--- src/rtl/mem_stage_hs.sv ---
// Memory stage with valid/ready data-memory handshake, load extraction and store lane steering.
// Optional build macro MEM_MISALIGN_TRAP_EN: misaligned half/word/double accesses trap instead of issuing.
module mem_stage_hs #(
  parameter int XLEN                  = 32,
  parameter int BE_W                  = XLEN / 8,
  parameter int CONTROL_SIGNALS_WIDTH = 8
) (
  input  logic                             clk,
  input  logic                             reset_n,
  input  logic [XLEN-1:0]                  ex_mem_pc,
  input  logic [XLEN-1:0]                  ex_mem_alu_result,
  input  logic [XLEN-1:0]                  ex_mem_rs2_data,
  input  logic [4:0]                       ex_mem_rd_addr,
  input  logic [CONTROL_SIGNALS_WIDTH-1:0] ex_mem_control_signals,
  input  logic                             ex_mem_valid,
  input  logic                             mem_flush,
  output logic                             mem_stall,
  output logic                             dmem_req_valid,
  input  logic                             dmem_req_ready,
  output logic [XLEN-1:0]                  dmem_addr,
  output logic [XLEN-1:0]                  dmem_wdata,
  output logic                             dmem_we,
  output logic [BE_W-1:0]                  dmem_be,
  input  logic                             dmem_rsp_valid,
  input  logic [XLEN-1:0]                  dmem_rdata,
  output logic [XLEN-1:0]                  mem_wb_pc,
  output logic [XLEN-1:0]                  mem_wb_alu_result,
  output logic [XLEN-1:0]                  mem_wb_mem_data,
  output logic [4:0]                       mem_wb_rd_addr,
  output logic [CONTROL_SIGNALS_WIDTH-1:0] mem_wb_control_signals,
  output logic                             mem_wb_valid,
  output logic                             mem_wb_misaligned
);

  // Control-word layout: [0] read, [1] write, [4:2] width code, [5] unsigned load.
  localparam int CTRL_MEM_READ      = 0;
  localparam int CTRL_MEM_WRITE     = 1;
  localparam int CTRL_MEM_WIDTH_LSB = 2;
  localparam int CTRL_MEM_UNSIGNED  = 5;

  localparam logic [2:0] MEM_BYTE   = 3'b000;
  localparam logic [2:0] MEM_HALF   = 3'b001;
  localparam logic [2:0] MEM_WORD   = 3'b010;
  localparam logic [2:0] MEM_DOUBLE = 3'b011;

  localparam int OFF_W = $clog2(BE_W);

  typedef enum logic [1:0] {S_IDLE, S_REQ, S_WAIT} state_t;

  function automatic logic [BE_W-1:0] byte_enables(input logic [1:0] size,
                                                   input logic [OFF_W-1:0] lane);
    logic [BE_W-1:0] be;
    int lo;
    int n;
    be = '0;
    lo = int'(lane);
    n  = 1 << size;
    for (int i = 0; i < BE_W; i++) begin
      if (i >= lo && i < lo + n) be[i] = 1'b1;
    end
    return be;
  endfunction

  function automatic logic [XLEN-1:0] store_lanes(input logic [1:0] size,
                                                  input logic [XLEN-1:0] d);
    logic [XLEN-1:0] r;
    case (size)
      2'd0:    r = {BE_W{d[7:0]}};
      2'd1:    r = {(BE_W/2){d[15:0]}};
      2'd2:    r = {(BE_W/4){d[31:0]}};
      default: r = d;
    endcase
    return r;
  endfunction

  // Shift the addressed lane down, then extend from the top bit of the access size.
  function automatic logic [XLEN-1:0] load_extract(input logic [1:0] size,
                                                   input logic [OFF_W-1:0] lane,
                                                   input logic is_unsigned,
                                                   input logic [XLEN-1:0] rdata);
    logic [XLEN-1:0] shifted;
    logic [XLEN-1:0] mask;
    logic [XLEN-1:0] top;
    logic            sign;
    shifted = rdata >> {lane, 3'b000};
    mask    = '0;
    for (int i = 0; i < BE_W; i++) begin
      if (i < (1 << size)) mask[i*8 +: 8] = 8'hFF;
    end
    top  = mask & ~(mask >> 1);
    sign = |(shifted & top);
    return (is_unsigned || !sign) ? (shifted & mask) : (shifted | ~mask);
  endfunction

  state_t                     state_q, state_d;
  logic                       kill_q, kill_d;
  logic [XLEN-1:0]            wb_pc_q, wb_alu_q, wb_data_q;
  logic [4:0]                 wb_rd_q;
  logic [CONTROL_SIGNALS_WIDTH-1:0] wb_ctrl_q;
  logic                       wb_valid_q;

  logic [2:0]       width_code;
  logic [1:0]       size;
  logic [OFF_W-1:0] offset, align_mask, lane;
  logic             is_store, mem_op, trap, kill_now;
  logic             req_valid, retire, wb_valid, load_done;

  assign width_code = ex_mem_control_signals[CTRL_MEM_WIDTH_LSB +: 3];
  assign is_store   = ex_mem_control_signals[CTRL_MEM_WRITE];
  assign mem_op     = ex_mem_valid && (ex_mem_control_signals[CTRL_MEM_READ] || is_store);
  assign offset     = ex_mem_alu_result[OFF_W-1:0];
  assign kill_now   = kill_q || mem_flush;

  always_comb begin
    size = 2'd2;
    case (width_code)
      MEM_BYTE:   size = 2'd0;
      MEM_HALF:   size = 2'd1;
      MEM_WORD:   size = 2'd2;
      MEM_DOUBLE: size = (XLEN == 64) ? 2'd3 : 2'd2;
      default:    size = 2'd2;
    endcase
  end

  assign align_mask = OFF_W'((1 << size) - 1);
  assign lane       = offset & ~align_mask;

`ifdef MEM_MISALIGN_TRAP_EN
  logic wb_mis_q;
  assign trap = mem_op && (|(offset & align_mask));

  always_ff @(posedge clk or negedge reset_n) begin
    if (!reset_n) wb_mis_q <= 1'b0;
    else          wb_mis_q <= (state_q == S_IDLE) && trap && !mem_flush;
  end
  assign mem_wb_misaligned = wb_mis_q;
`else
  assign trap              = 1'b0;
  assign mem_wb_misaligned = 1'b0;
`endif

  always_ff @(posedge clk or negedge reset_n) begin
    if (!reset_n) begin
      state_q <= S_IDLE;
      kill_q  <= 1'b0;
    end else begin
      state_q <= state_d;
      kill_q  <= kill_d;
    end
  end

  always_comb begin
    state_d = state_q;
    case (state_q)
      S_IDLE: begin
        if (mem_op && !mem_flush && !trap) begin
          if (!dmem_req_ready) state_d = S_REQ;
          else if (!is_store)  state_d = S_WAIT;
        end
      end
      S_REQ:   if (dmem_req_ready) state_d = is_store ? S_IDLE : S_WAIT;
      S_WAIT:  if (dmem_rsp_valid) state_d = S_IDLE;
      default: state_d = S_IDLE;
    endcase
  end

  // A flush in IDLE suppresses the request; later flushes only mark the result as killed.
  always_comb begin
    req_valid = 1'b0;
    retire    = 1'b0;
    wb_valid  = 1'b0;
    load_done = 1'b0;
    case (state_q)
      S_IDLE: begin
        req_valid = mem_op && !mem_flush && !trap;
        retire    = !mem_op || mem_flush || trap || (dmem_req_ready && is_store);
        wb_valid  = ex_mem_valid && !mem_flush && retire;
      end
      S_REQ: begin
        req_valid = 1'b1;
        retire    = dmem_req_ready && is_store;
        wb_valid  = retire && !kill_now;
      end
      S_WAIT: begin
        retire    = dmem_rsp_valid;
        load_done = dmem_rsp_valid && !kill_now;
        wb_valid  = load_done;
      end
      default: ;
    endcase
  end

  always_comb begin
    kill_d = kill_q;
    if (retire)                               kill_d = 1'b0;
    else if (state_q != S_IDLE && mem_flush)  kill_d = 1'b1;
  end

  assign mem_stall      = !retire;
  assign dmem_req_valid = reset_n && req_valid;
  assign dmem_addr      = ex_mem_alu_result;
  assign dmem_we        = is_store;
  assign dmem_be        = byte_enables(size, lane);
  assign dmem_wdata     = store_lanes(size, ex_mem_rs2_data);

  always_ff @(posedge clk or negedge reset_n) begin
    if (!reset_n) begin
      wb_pc_q    <= '0;
      wb_alu_q   <= '0;
      wb_data_q  <= '0;
      wb_rd_q    <= '0;
      wb_ctrl_q  <= '0;
      wb_valid_q <= 1'b0;
    end else begin
      wb_pc_q    <= ex_mem_pc;
      wb_alu_q   <= ex_mem_alu_result;
      wb_rd_q    <= ex_mem_rd_addr;
      wb_ctrl_q  <= ex_mem_control_signals;
      wb_valid_q <= wb_valid;
      wb_data_q  <= load_done ? load_extract(size, lane,
                                             ex_mem_control_signals[CTRL_MEM_UNSIGNED],
                                             dmem_rdata)
                              : '0;
    end
  end

  assign mem_wb_pc              = wb_pc_q;
  assign mem_wb_alu_result      = wb_alu_q;
  assign mem_wb_mem_data        = wb_data_q;
  assign mem_wb_rd_addr         = wb_rd_q;
  assign mem_wb_control_signals = wb_ctrl_q;
  assign mem_wb_valid           = wb_valid_q;

endmodule

--- config.mk ---
export PLATFORM = sky130hd
export DESIGN_NAME = mem_stage_hs
export DESIGN_NICKNAME = d
export VERILOG_FILES = /design/src/rtl/mem_stage_hs.sv
export SDC_FILE = /design/constraint.sdc
export NUM_CORES = 1
export LEC_CHECK = 0
export ABC_AREA = 1
export CAP_MARGIN = 20
export CORE_ASPECT_RATIO = 0.5
export CORE_MARGIN = 5
export CORE_UTILIZATION = 34
export DETAILED_ROUTE_END_ITERATION = 6
export GPL_TIMING_DRIVEN = 0
export PLACE_DENSITY = 0.87
export SETUP_SLACK_MARGIN = 0.2
export SYNTH_ARGS = -nofsm -noshare
export SYNTH_HDL_FRONTEND = slang
export SYNTH_SLANG_ARGS = --single-unit
--- constraint.sdc ---
create_clock -name clk -period 3.2 [get_ports clk]
set_input_delay 0.8 -clock clk [delete_from_list [all_inputs] [get_ports clk]]
set_output_delay 0.8 -clock clk [all_outputs]
set_load 0.01 [all_outputs]
## Word level (Yosys, flattened, before mapping)

Cells that the tools add are included.

| operators by class | value |
|---|---|
| mux-type cells | 25 |
| eq/ne operators | 8 |
| order comparisons | 11 |
| reductions and logical operators | 29 |
| bitwise logic cells | 8 |
| shifts and indexed selects | 2 |
| add/subtract/negate cells | 2 |

Operators with widths:

| cell | count |
|---|---|
| $lt A3 B32 Y1 const A | 4 |
| $and A32 B32 Y32 | 3 |
| $lt A1 B32 Y1 const A | 2 |
| $lt A2 B32 Y1 const A | 2 |
| $mux W32 | 2 |
| $pmux W32 S2 | 1 |
| $add A3 B32 Y32 | 1 |
| $mux W8 | 4 |
| $not A31 Y32 | 1 |
| $not A32 Y32 | 1 |
| $or A32 B32 Y32 | 1 |
| $reduce_or A32 Y1 | 1 |
| $shl A1 B2 Y32 const A | 1 |
| $shr A32 B5 Y32 | 1 |
| $logic_and A1 B1 Y1 | 12 |
| $mux W2 | 6 |
| $mux W1 | 7 |
| $ne A2 B2 Y1 const B | 3 |
| $pmux W1 S3 | 2 |
| $pmux W2 S3 | 1 |
| $logic_not A1 Y1 | 5 |
| $logic_or A1 B1 Y1 | 5 |
| $eq A2 B1 Y1 const B | 2 |
| $ge A1 B2 Y1 const A | 2 |
| 13 further kinds | 15 |

| word-level totals | value |
|---|---|
| register bits | 113 |
| logic and storage cells | 93 |
| input bits | 147 |
| output and inout bits | 182 |

## Longest topological paths before layout

Gate-level depths: netlist of run 1.

| depth | value |
|---|---|
| depth in word-level cells | 13 |
| mapped depth | 12 |
| depth with buffers taken out | 11 |

## Least setup slack after synthesis of run 1

No wires, ideal clock.

| path | value |
|---|---|
| kind | input -> output |
| start | in ex_mem_control_signals[4] |
| end | out dmem_be[0] |
| setup slack | 0.193 ns |
| path buffers | 2 |
| arrival time | 2.207 ns |
| stages | 11 |
| cell sequence | nor2_4 -> nand3_2 -> buf_6 -> inv_1 -> buf_2 -> ha_1 -> inv_1 -> o21ai_0 -> inv_1 -> nor2_1 -> a21oi_1 |

| between the ends | value |
|---|---|
| longest elaborated chain between the ends | 10 |
| elaborated cells on any way between the ends | 12 |
| classes of those cells | add/sub (2); order compare (2); eq/ne (1); shift (1); mux (2); bitwise (2); reduce/logical (2) |

Ends and longest elaborated chain:

| what | line | source |
|---|---|---|
| start, declared | 14 | `input logic [CONTROL_SIGNALS_WIDTH-1:0] ex_mem_control_signals,` |
| $eq A3 B1 Y1 / $logic_not A3 Y1 (equally long branches) | 116 | `case (width_code)` |
| $pmux W2 S2 (*) | 116 |  |
| $shl A1 B2 Y32 (*) | 57 | `n = 1 << size;` |
| $sub A2 B2 Y2 | 125 | `assign align_mask = OFF_W'((1 << size) - 1);` |
| $not A2 Y2 | 126 | `assign lane = offset & ~align_mask;` |
| $and A2 B2 Y2 | 126 |  |
| $add A3 B32 Y32 | 59 | `if (i >= lo && i < lo + n) be[i] = 1'b1;` |
| $lt A1 B32 Y1 | 59 |  |
| $logic_and A1 B1 Y1 (*) | 59 |  |
| $mux W1 (*) | 59 |  |
| end, declared | 23 | `output logic [BE_W-1:0] dmem_be,` |

Mark *: on every way between the ends. The rest lies on a longest branch, timed or not.

## Final worst setup path of run 1

| path | value |
|---|---|
| start | in ex_mem_control_signals[4] |
| end | reg wb_data_q[24], in the netlist mem_wb_mem_data[24] |

| between the ends | value |
|---|---|
| longest elaborated chain between the ends | 13 |
| elaborated cells on any way between the ends | 27 |
| classes of those cells | add/sub (1); order compare (4); eq/ne (1); shift (2); mux (7); bitwise (8); reduce/logical (4) |

Ends and longest elaborated chain:

| what | line | source |
|---|---|---|
| $eq A3 B1 Y1 / $logic_not A3 Y1 (equally long branches) | 116 |  |
| $pmux W2 S2 (*) | 116 |  |
| $shl A1 B2 Y32 (*) | 88 | `if (i < (1 << size)) mask[i*8 +: 8] = 8'hFF;` |
| $lt A1 B32 Y1, or another cell as far along | 88 |  |
| $mux W8 / $not A2 Y2 (equally long branches) | 88, 126 |  |
| $not A31 Y32 / $and A2 B2 Y2 (equally long branches) | 90, 126 |  |
| $and A32 B32 Y32 / $shr A32 B5 Y32 (equally long branches) | 90, 85 |  |
| $and A32 B32 Y32 | 91 | `sign = \|(shifted & top);` |
| $reduce_or A32 Y1 | 91 |  |
| $logic_not A1 Y1 | 92 | `return (is_unsigned \|\| !sign) ? (shifted & mask) : (shifted \| ~mask);` |
| $logic_or A1 B1 Y1 | 92 |  |
| $mux W32 (*) | 92 |  |
| $mux W32 (*) | 220 | `wb_data_q <= load_done ? load_extract(size, lane,` |
| end signal, assigned | 220 |  |
| end, declared | 97 | `logic [XLEN-1:0] wb_pc_q, wb_alu_q, wb_data_q;` |

Marked as above.
A chain may end at the register's enable or synchronous reset.

==> metrics.txt, run 1 <==
via density per instance=between 4 and 5; post-route worst setup slack=just under 0.07 ns; Worst R2R Path Depth=6; overall power=~4300 uW; largest clock skew in the final design=just over 0.006 ns; TritonCTS clock tree=built; number of vias after detailed routing=slightly below 5000; gr usage total=a little under a quarter; CTS sink count=about 110; Worst Max-Slew Pin Slew=0.867 ns; maximum number of pins on one net before global-route repair=60; required time at the worst-slack endpoint=around 3.5 ns; worst setup timing slack at the placement stage=-0.984 ns; ratio of final minimum period to clock period=slightly below 100%; Net Sw Power=between 1000 and 1500 uW; aggregate global routing overflow=0; number of core rows=29; RSZ-0062 raised after global routing=yes; kind of end point of the critical path=flip-flop; Async SR Flop Fraction=100%; starting density of the core=a little over a third; cells along the critical path=buf_8 > nor2_4 > buf_4 > nand3_2 > buf_4 > buf_4 > buf_4 > buf_4 > buf_4 > buf_4 > buf_4 > buf_4 > buf_4 > buf_4 > buf_4 > nand2_4 > nand3_4 > nand3_2 > nand3_2 > nand2_4 > nand2_4 > nand2_8 > clkbuf_16 > nor2_2; worst setup path class=primary input to flip-flop; post-detailed-placement half-perimeter wirelength=roughly 14000 um; netlist area before placement=4490 um^2; R2R Path End=mem_wb_mem_data[6]; synthesized area divided by synthesized cell count=just over 10 um^2; Setup Total Neg Slack=0 ns; count of warnings emitted by yosys=0; count of endpoints failing hold in the final timing report=0; Worst R2R Start=state_q[0]; Diodes inserted=0; final setup violation count=0; Cell Int Power=approximately 3200 uW; number of enable-type register cells in the synthesized netlist=0; Maximum Capacitance Violations=0; sequential share of the synthesized area=~63%; total wire length=19600 um; count of port buffers added during placement=around 330; total CTS buffers=17; top cells by area in the synthesized netlist=dfrtp_1, nand2_1, buf_4; register-to-register setup slack=approximately 1.1 ns; area of the core=about 13000 um^2; worst slew margin relative to its limit=roughly 42%; most numerous cell on the critical path=buf_4; clock root buffer=clkbuf_16; part of the power in the clock network=a little over two fifths; height of the die=between 90 and 100 um; number of nets in the final layout=~1000; H-tree depth=4; IO Pins=329; Die X-Extent=173 um; clock edge transition at the registers on the reported setup and hold paths=~0.06 ns; power density of the placed cells=a little under 500 nW/um^2; path class of the lowest-slack min-delay path=primary input to async pin; fin crit period=3.13 ns; summed area of non-filler cells in the final layout=~9000 um^2; 1st-pass router iterations=6; critical path startpoint category=primary input; post-place instance area=roughly 8000 um^2; portion of total power attributed to sequential cells=36.2%; share of power burned in combinational logic=between 20% and 30%; number of synthesized register bits=~110; run status=completed; share of post-route cells with drive strength above 1=roughly a fifth; number of nets in the synthesized netlist=between 500 and 600; leak pwr=0.00414 uW; cell taking the most area after synthesis=dfrtp_1; commonest cells in the synthesized netlist=dfrtp_1, nand2_1, buf_4, o21ai_0, nor2_1; library cells used by synthesis=28; number of buffer and inverter instances along the worst setup path=14; most used standard cell by instance count after synthesis=dfrtp_1; cell family with most CP delay=buffers and inverters; Area Growth Syn to Fin=101%; critical-path cell with the highest stage delay=clkbuf_16; GR Layer Usage met2=between 40% and 50%; maximum root-to-sink buffer count=2; post-route ant nets=0; arrival time of the worst setup path=about 3.4 ns; Gate Count Post-Synth=440; number of DRC markers after the initial detailed-route iteration=441; layer carrying the most global-route usage=met2; antenna violations before repair=0; Max Clock Freq=between 300 and 400 MHz; wire per inst=19.5 um; placer's final routability congestion estimate=just under 0.9; Slew Limit Fails=0; area share of the largest cell type after synthesis=roughly 63%; Post-synth top flop=dfrtp_1; worst supply voltage drop on vdd=just over 0.5 mV; first-pass GRT wire length=between 20000 and 30000 um; fin util=between 70% and 80%; CP max stage delay=around 0.16 ns; die footprint=between 15000 and 20000 um^2; share of total power consumed by net switching=around a quarter; met3 demand-to-capacity share in global routing=around 6.6%; count of unresolved DRC violations after routing=0; top fanout value on the critical path=5; vias in the first global route=approximately 5100; met1 usage=between 20 and 25%; source-to-sink clock delay at the later pin of the worst-skew pair=around 0.40 ns
## stage by stage
step	hold slack [ns]	instances
3_3_place_gp	0.476	937
3_5_place_dp	0.481	938
5_1_grt	0.291	1007
2_1_floorplan	0.465	440
6_report	0.266	1007
4_1_cts	0.288	993
## sequential cells by signal, summed over array words and instances, names as in the netlist
register and count:
mem_wb_alu_result 32, mem_wb_mem_data 32, mem_wb_pc 32, mem_wb_control_signals 8, mem_wb_rd_addr 5, state_q 2
kill_q 1, mem_wb_valid 1
## worst max path at each step
| stage | start | end | slack [ns] | cells past startpoint |
|---|---|---|---|---|
| 2_1_floorplan | ex_mem_control_signals[4] | dmem_be[0] | 0.23 | 11 |
| 3_3_place_gp | reset_n | dmem_req_valid | -3.77 | 4 |
| 3_5_place_dp | ex_mem_control_signals[4] | dmem_be[0] | -0.98 | 13 |
| 4_1_cts | ex_mem_control_signals[3] | mem_wb_mem_data[27] | 0.06 | 23 |
| 5_1_grt | ex_mem_control_signals[4] | mem_wb_mem_data[24] | 0.04 | 24 |
| 6_report | ex_mem_control_signals[4] | mem_wb_mem_data[24] | 0.07 | 24 |
## metal layers
metal,routed length [um],vias up
li1,-,2138
met1,6450,2385
met2,10500,349
met3,1580,102
met4,1040,0
met5,0,-
## power groups by stage
stage / registers (uW) / logic, uW / clock network, uW
floorplan: 1630 / 256 / 0
global placement: 1590 / 879 / 0
detailed placement: 1590 / 904 / 0
CTS: 1570 / 913 / 1830
global route: 1580 / 1020 / 1910
finish: 1570 / 962 / 1810
## cell families after synthesis
| logic type | share of synthesized area, % |
|---|---|
| compound gates | 8.14 |
| other cells | 0.0835 |
| buf+inv | 11.2 |
| fa+ha+maj | 0.279 |
| flops | 63.0 |
| simple gates | 17.3 |
## repair_timing
item,CTS,global route
cloned,1,1
pin swaps,5,8
gates resized for setup,84,28
setup buffers,22,13
hold buffers,0,0
endpoints found under the setup margin,30,37
## cell usage in the layout (no fill, tap or decap), types with 2 or more instances in the layout
master and count:
clkbuf_2 4, nand2_1 105, nand4_1 4, buf_6 5, o21a_1 2, nand3_1 7, buf_12 5, buf_2 7
nor2_4 3, bufinv_16 2, inv_4 2, inv_1 19, nand3_2 5, inv_2 2, clkinv_2 4, nand2_4 4
dfrtp_1 113, clkdlybuf4s50_1 290, o21ai_0 41, buf_4 74, nand2_2 2, a21oi_1 8, clkbuf_1 5, clkinvlp_4 7
a31oi_1 7, dlygate4sd2_1 27, o211ai_1 4, nor2_2 10, nor2_1 32, inv_6 2, clkbuf_16 19
## cell type report
class                   instances  area, um^2
plain buffers                  57         450
clock buffers                  18         429
clock inverters                14         141
fillers                       875        3770
inverters                      25         116
multi-input cells             245        1250
flip-flops and latches        113        2830
well taps                     170         213
repair buffers                365        3610
(Power assumes the default switching activity.)
==> inputs of run 2 (changes only) <==
--- a/config.mk
+++ b/config.mk
@@ -11,6 +11,7 @@
 export CORE_MARGIN = 5
 export CORE_UTILIZATION = 34
 export DETAILED_ROUTE_END_ITERATION = 6
+export GPL_ROUTABILITY_DRIVEN = 0
 export GPL_TIMING_DRIVEN = 0
 export PLACE_DENSITY = 0.87
 export SETUP_SLACK_MARGIN = 0.2
==> results of run 2 <==
Same layout as run 1: the final DEF is identical, and so are final timing and power.
